--- config.mk ---
export PLATFORM = sky130hd
export DESIGN_NAME = demux_12
export DESIGN_NICKNAME = d
export VERILOG_FILES = /design/src/rtl/demux_12.sv
export SDC_FILE = /design/constraint.sdc
export NUM_CORES = 1
export LEC_CHECK = 0
export BUFFER_PORTS_ARGS = -buffer_cell sky130_fd_sc_hd__buf_2
export CAP_MARGIN = 40
export CORE_MARGIN = 3
export CORE_UTILIZATION = 50
export CTS_CLUSTER_SIZE = 20
export DETAILED_ROUTE_END_ITERATION = 10
export GPL_TIMING_DRIVEN = 0
export HOLD_SLACK_MARGIN = 0.15
export PLACE_DENSITY = 0.78
export SLEW_MARGIN = 5
export SYNTH_ARGS = -nofsm -noshare
export SYNTH_HDL_FRONTEND = slang
export SYNTH_SLANG_ARGS = --single-unit
--- constraint.sdc ---
create_clock -name clk -period 2.21 [get_ports clk]
set_input_delay 0.442 -clock clk [delete_from_list [all_inputs] [get_ports clk]]
set_output_delay 0.442 -clock clk [all_outputs]
set_load 0.01 [all_outputs]
--- src/rtl/demux_12.sv ---
// Splits an interleaved word stream into two lanes, alternating per accepted word.
// Each lane is a FIFO with a valid/ready pop side; a full selected lane stalls the input.
module demux_12 #(
    parameter int unsigned WIDTH = 4,
    parameter int unsigned DEPTH = 4
) (
    input  logic                    clk,
    input  logic                    reset_L,
    input  logic [WIDTH-1:0]        data_in,
    input  logic                    valid_in,
    output logic                    ready_in,
    input  logic                    resync,
    output logic [WIDTH-1:0]        data_out_0,
    output logic [WIDTH-1:0]        data_out_1,
    output logic                    valid_0,
    output logic                    valid_1,
    input  logic                    ready_0,
    input  logic                    ready_1,
    output logic [$clog2(DEPTH):0]  fill_0,
    output logic [$clog2(DEPTH):0]  fill_1
);

    localparam int unsigned PTR_W = $clog2(DEPTH);
    localparam int unsigned CNT_W = PTR_W + 1;

    logic                   sel_q, sel_d;
    logic [WIDTH-1:0]       mem_q  [2][DEPTH];
    logic [PTR_W-1:0]       wptr_q [2];
    logic [PTR_W-1:0]       wptr_d [2];
    logic [PTR_W-1:0]       rptr_q [2];
    logic [PTR_W-1:0]       rptr_d [2];
    logic [CNT_W-1:0]       fill_q [2];
    logic [CNT_W-1:0]       fill_d [2];
    logic [1:0]             full_c;
    logic [1:0]             push_c;
    logic [1:0]             pop_c;
    logic [1:0]             lane_rdy_c;
    logic                   accept_c;

    // Handshake decode and next-state for selector, pointers and occupancy
    always_comb begin
        lane_rdy_c = {ready_1, ready_0};
        for (int n = 0; n < 2; n++) begin
            full_c[n] = (fill_q[n] == CNT_W'(DEPTH));
            pop_c[n]  = (fill_q[n] != '0) & lane_rdy_c[n];
        end
        ready_in  = ~full_c[sel_q];
        accept_c  = valid_in & ready_in;
        push_c[0] = accept_c & ~sel_q;
        push_c[1] = accept_c &  sel_q;

        // resync overrides the toggle; an accepted word still uses the old lane
        sel_d = sel_q;
        if (resync) begin
            sel_d = 1'b0;
        end else if (accept_c) begin
            sel_d = ~sel_q;
        end

        for (int n = 0; n < 2; n++) begin
            wptr_d[n] = wptr_q[n] + PTR_W'(push_c[n]);
            rptr_d[n] = rptr_q[n] + PTR_W'(pop_c[n]);
            fill_d[n] = fill_q[n];
            if (push_c[n] && !pop_c[n]) begin
                fill_d[n] = fill_q[n] + CNT_W'(1);
            end else if (pop_c[n] && !push_c[n]) begin
                fill_d[n] = fill_q[n] - CNT_W'(1);
            end
        end
    end

    // State registers, including lane memories, cleared asynchronously
    always_ff @(posedge clk or negedge reset_L) begin
        if (!reset_L) begin
            sel_q <= 1'b0;
            for (int n = 0; n < 2; n++) begin
                wptr_q[n] <= '0;
                rptr_q[n] <= '0;
                fill_q[n] <= '0;
                for (int e = 0; e < int'(DEPTH); e++) begin
                    mem_q[n][e] <= '0;
                end
            end
        end else begin
            sel_q <= sel_d;
            for (int n = 0; n < 2; n++) begin
                wptr_q[n] <= wptr_d[n];
                rptr_q[n] <= rptr_d[n];
                fill_q[n] <= fill_d[n];
                if (push_c[n]) begin
                    mem_q[n][wptr_q[n]] <= data_in;
                end
            end
        end
    end

    assign data_out_0 = mem_q[0][rptr_q[0]];
    assign data_out_1 = mem_q[1][rptr_q[1]];
    assign valid_0    = (fill_q[0] != '0);
    assign valid_1    = (fill_q[1] != '0);
    assign fill_0     = fill_q[0];
    assign fill_1     = fill_q[1];

endmodule

* Word level (Yosys, flattened, before mapping)
Cells that the tools add are included.
** Storage, ports and cells
- Word-level logic and storage cells :: 78
- Input bits :: 10
- Bits in registers :: 47
** Cells by class
- Bitwise gates (word level) :: 11
- Reduce and logical (&&, ||, !) cells :: 15
- Eq/ne operators :: 2
- $lt $le $gt $ge :: 7
- Add/subtract/negate cells :: 8
- Mux-type cells :: 20
** Operators by type and width (number)
- 16-bit bitwise mux :: 2
- 4-bit 2-to-1 mux :: 6
- 4-bit binary-select mux with 2-bit select :: 2
- 4-bit demux with 2-bit select :: 2
- 3-bit greater-or-equal comparator, second input constant :: 4
- 3-bit 2-to-1 mux :: 4
- 2-bit NOT with 3-bit output :: 4
- 2-bit by 1-bit adder with 2-bit output :: 4
- 3-bit by 1-bit adder with 3-bit output, second input constant :: 2
- 3-bit == test, second input constant :: 2
- 1-bit logical AND :: 6
- 3-bit by 1-bit < comparator with 1-bit output, second input constant :: 2
- 2-bit nonzero test :: 3
- 3-bit nonzero test :: 2
- 3-bit by 1-bit subtractor with 3-bit output, second input constant :: 2
- 1-bit AND :: 5
- 1-bit logical NOT :: 4
- 1-bit 2-to-1 mux :: 4
- 1-bit by 2-bit < comparator with 1-bit output, second input constant :: 1
- 1-bit NOT :: 2

* Longest topological paths before layout
- Word-level depth :: 10
- Mapped depth :: 10

* Worst setup path after synthesis
No wires, ideal clock.
- Path kind :: register to register
- Start :: register fill_q, in the netlist fill_0[0]
- End :: register fill_q, in the netlist fill_0[1]
- Period minus slack after synthesis :: 2264 ps
- Setup slack :: -54 ps
- Buffers on the path :: 1
- Arrival :: 2139 ps
- Cell stages (with the launch flop) :: 9
- Path through :: dfrtp_1 or3b_2 clkbuf_1 nand3b_1 inv_1 ha_1 inv_1 fa_1 mux2_2
** RTL lines
- start, declared :: line 32 : logic [CNT_W-1:0] fill_q [2];
- start signal, assigned by index :: line 89 : fill_q[n] <= fill_d[n];

* Worst setup path after layout
- Start :: register fill_q, in the netlist fill_0[0]
- End :: register fill_q, in the netlist fill_0[2]
** Between the ends
- Cells in the longest elaborated chain, start to end :: 9
** RTL lines
- 3-bit == test :: line 44 : full_c[n] = (fill_q[n] == CNT_W'(DEPTH));
- 1-bit 2-to-1 mux (implied by the code) (2 in a row) :: line 47 : ready_in = ~full_c[sel_q];
- 1-bit NOT :: line 47
- 1-bit AND :: line 48 : accept_c = valid_in & ready_in;
- 1-bit AND :: line 49 : push_c[0] = accept_c & ~sel_q;
- 1-bit logical NOT :: line 66 : end else if (pop_c[n] && !push_c[n]) begin
- 1-bit logical AND :: line 66
- 2-bit nonzero test (no line)
Parallel ways exist; a longest one is shown, timed or not. The select of a mux whose other input is x is not followed.
A chain may end at the register's enable or synchronous reset.

==> impl_metrics.py <==
metrics = {
    "outcome": {
        "status": "finished, final reports clean",
    },
    "critical_path": {
        "cp.arrival_ps": 2320,
        "crit_path_end_kind": "flip-flop",
        "reg2reg_depth": 9,
        "crit_type": "flip-flop to flip-flop",
        "reg2reg_to": "fill_0[2]",
        "ff2ff_setup_slack_ps": 110,
        "crit_path_start_kind": "flip-flop",
        "cp_max_fo": 4,
        "cp.required_ps": 2430,
        "rr_startpoint": "fill_0[0]",
    },
    "synthesis": {
        "netlist_area_um2": 2187,
        "ys_seq_elements": 47,
        "synth_cell_types": 27,
        "syn_area_per_cell_um2": 15.40,
        "yosysTopAreaCell": "dfrtp_1",
        "syn-num-nets": 160,
        "synth_area_leaders": "dfrtp_1 54%, mux2_2 15%, mux4_2 8.2%",
        "synth_top_area_share_pct": 53.78,
        "ys_seq_area_share_pct": 53.78,
        "synth_cells": 142,
        "yosysWarnings": 0,
    },
    "clock_tree": {
        "cts_tree": "done",
        "clkLatencyLatePin_ps": 290,
        "cts.htree.levels": 2,
        "numCtsBuffers": 5,
        "clock_path_buffers": 2,
        "cts.sinks": 47,
        "cts_root_buf": "clkbuf_8",
        "clkTransAtPathRegs_ps": 90,
        "cts_hold_buf": 0,
    },
    "drt": {
        "dr.first_iter.drc_count": 91,
        "wl_um": 4008,
        "viasPerCell": 5.571,
        "ant_nets": 0,
        "wire_per_inst_um": 17.35,
        "first_pass_iters": 4,
        "num_vias": 1287,
        "drc": 0,
    },
    "layout": {
        "num-fill-cells": 330,
        "layout.cells.non_filler": 231,
        "layout-drive-gt1-share_pct": 55.80,
        "area_growth_pct": 19.16,
        "diodes": 0,
        "finalNetCount": 198,
    },
    "sta": {
        "clock.fmax_ghz": 0.4755,
        "worst_slew_pin_slew_ps": 621.5,
        "fin_skew_ps": 6.116,
        "min_period_over_period_pct": 95.15,
        "holdWs_ps": 145.3,
        "finalSetupViolCount": 0,
        "min_period_ps": 2103,
        "max_slew_margin_pct": 58.25,
        "rsz0062_at_grt": "no",
        "slew_viol_final": 0,
        "final_hold_viol_count": 0,
    },
    "floorplan": {
        "io_pins": 27,
        "core_area_um2": 4115,
        "rows": 23,
        "die_w_um": 72.14,
        "initial_core_util_pct": 53.15,
        "die_area_um2": 5203,
        "die_y_um": 72.14,
    },
    "global_route": {
        "grt_max_degree": 26,
        "grt_use_met3_pct": 4.709,
        "grt_overflow": 0,
        "grt_usage_pct": 17.40,
        "use_met1_pct": 21.90,
        "antenna_found_initial": 0,
        "grt_pass1_wl_um": 6865,
        "grt_pass1_vias": 1434,
        "groute.layer.met2.usage_pct": 29.83,
        "gr-max-usage-layer": "met2",
    },
    "power_and_ir_drop": {
        "p_total_mw": 3.890,
        "ir_worst_vdd_mv": 0.6738,
        "p_leak_nw": 1.195,
        "p_per_area_nw_per_um2": 1492,
    },
    "placement": {
        "post-dp-hpwl_um": 2932,
        "dp_cells": 219,
        "gp_congestion": 0.7473,
        "io_buffers": 26,
    },
    "flow_run": {
        "drv_cap": 0,
    },
    "worst_hold_path": {
        "hp-class": "input port to asynchronous set/reset pin",
    },
}
==> critical path: stages, from the launching register on <==
cell     delay, ps
dfrtp_2        410
buf_4          150
or3_4          390
nand2_2        100
ha_4           140
inv_1           50
fa_2           340
xor2_1         170
nor2_1         140
xor2_1         150
==> sequential cells by signal (all words and copies together), names as in the netlist <==
| name | count |
|---|---|
| fill_0 | 3 |
| fill_1 | 3 |
| mem_q | 32 |
| rptr_q | 4 |
| sel_q | 1 |
| wptr_q | 4 |
==> synthesized netlist by cell type <==
master / instances
dfrtp_1: 47
and4bb_2: 1
fa_1: 2
mux2_4: 4
inv_1: 6
nand2_1: 5
or3b_2: 1
buf_2: 1
xnor2_1: 2
clkbuf_1: 1
nand4b_1: 1
nand4_1: 1
o21ai_0: 1
nand2_4: 1
or4_1: 1
nor2_1: 5
nor4b_2: 2
a21oi_1: 2
nand3b_1: 1
nor3b_2: 1
nor3_1: 1
nor4b_4: 1
mux2_2: 30
ha_1: 6
or3_1: 2
xor2_1: 8
mux4_2: 8
==> how the worst max path moves through the flow <==
stage              start   endpoint  slack (ps)  depth (start not counted)
2_1_floorplan  fill_0[0]  fill_0[1]           6                          8
3_3_place_gp   fill_0[0]  fill_0[1]         -40                          8
3_5_place_dp   fill_0[0]  fill_0[1]        -110                          8
4_1_cts        fill_1[0]  fill_1[2]          30                          8
5_1_grt        fill_0[0]  fill_0[2]          20                          9
6_report       fill_0[0]  fill_0[2]         110                          9
==> per-stage QoR <==
stage               setup WS (ps)  util (%)  cell area, um2  TNS, ps
floorplan                   5.802         -            2192        0
global placement           -40.29     57.95            2385   -40.29
detailed placement         -110.8     58.62            2412   -113.2
CTS                         25.53     61.99            2551        0
global route                16.56     63.33            2606        0
finish                      107.1     63.33            2606        0
==> final cells by class <==
type / instances / area [um2] / area share (%)
clock inverter: 2 / 35.03 / 1.344
timing repair buffer: 32 / 195.2 / 7.489
buffer: 1 / 5.005 / 0.1920
sequential: 47 / 1180 / 45.27
tap: 50 / 62.56 / 2.400
inverter: 6 / 22.52 / 0.8641
multi-input combinational: 87 / 1023 / 39.27
clock buffer: 6 / 82.58 / 3.169
==> cells by family (layout without fill, tap and decap cells) <==
logic type / Yosys count / in the layout / share of synthesized area (%)
mux: 42 / 42 / 26.43
flops: 47 / 47 / 53.78
simple gates: 24 / 24 / 8.410
fa+ha+maj: 8 / 8 / 5.263
buf+inv: 8 / 47 / 1.430
compound gates: 3 / 3 / 0.6863
xor+xnor: 10 / 10 / 4.005
==> routing by layer <==
layer,part of all wire (%),vias up
li1,-,590
met1,43,663
met2,51,28
met3,4.4,6
met4,1.0,0
met5,0,-
==> cells in the final DEF (no fill, tap or decap) <==
cell type	count
buf_4	5
or3b_4	1
xnor2_1	2
nand2_4	1
dfrtp_2	3
nor3b_4	1
dfrtp_1	44
nor4b_4	1
nand3b_1	1
nand4b_1	1
clkbuf_8	6
ha_1	4
and4bb_2	1
or3_4	2
inv_1	6
nand2_2	2
buf_2	27
mux2_2	30
or4_1	1
ha_4	1
buf_16	1
mux4_2	8
o21ai_0	1
ha_2	1
bufinv_16	1
a21oi_1	2
fa_2	2
nand2_1	3
nor4b_2	2
mux2_4	4
nor3_1	1
xor2_1	8
clkinv_2	1
nor2_1	5
nand4_1	1
==> power by group <==
| group | total (mW) | switching, mW | internal, mW |
|---|---|---|---|
| combinational | 1.60 | 0.627 | 0.969 |
| sequential | 1.66 | 0.360 | 1.30 |
| clock | 0.639 | 0.273 | 0.366 |
==> repair_timing <==
| item | 4_1_cts | 5_1_grt |
|---|---|---|
| buffers inserted | 2 | 3 |
| resized for setup | 3 | 9 |
| setup endpoints to repair | 3 | 3 |
| pin swaps | 0 | 3 |
Note: power is estimated with default switching activity, not from simulation.
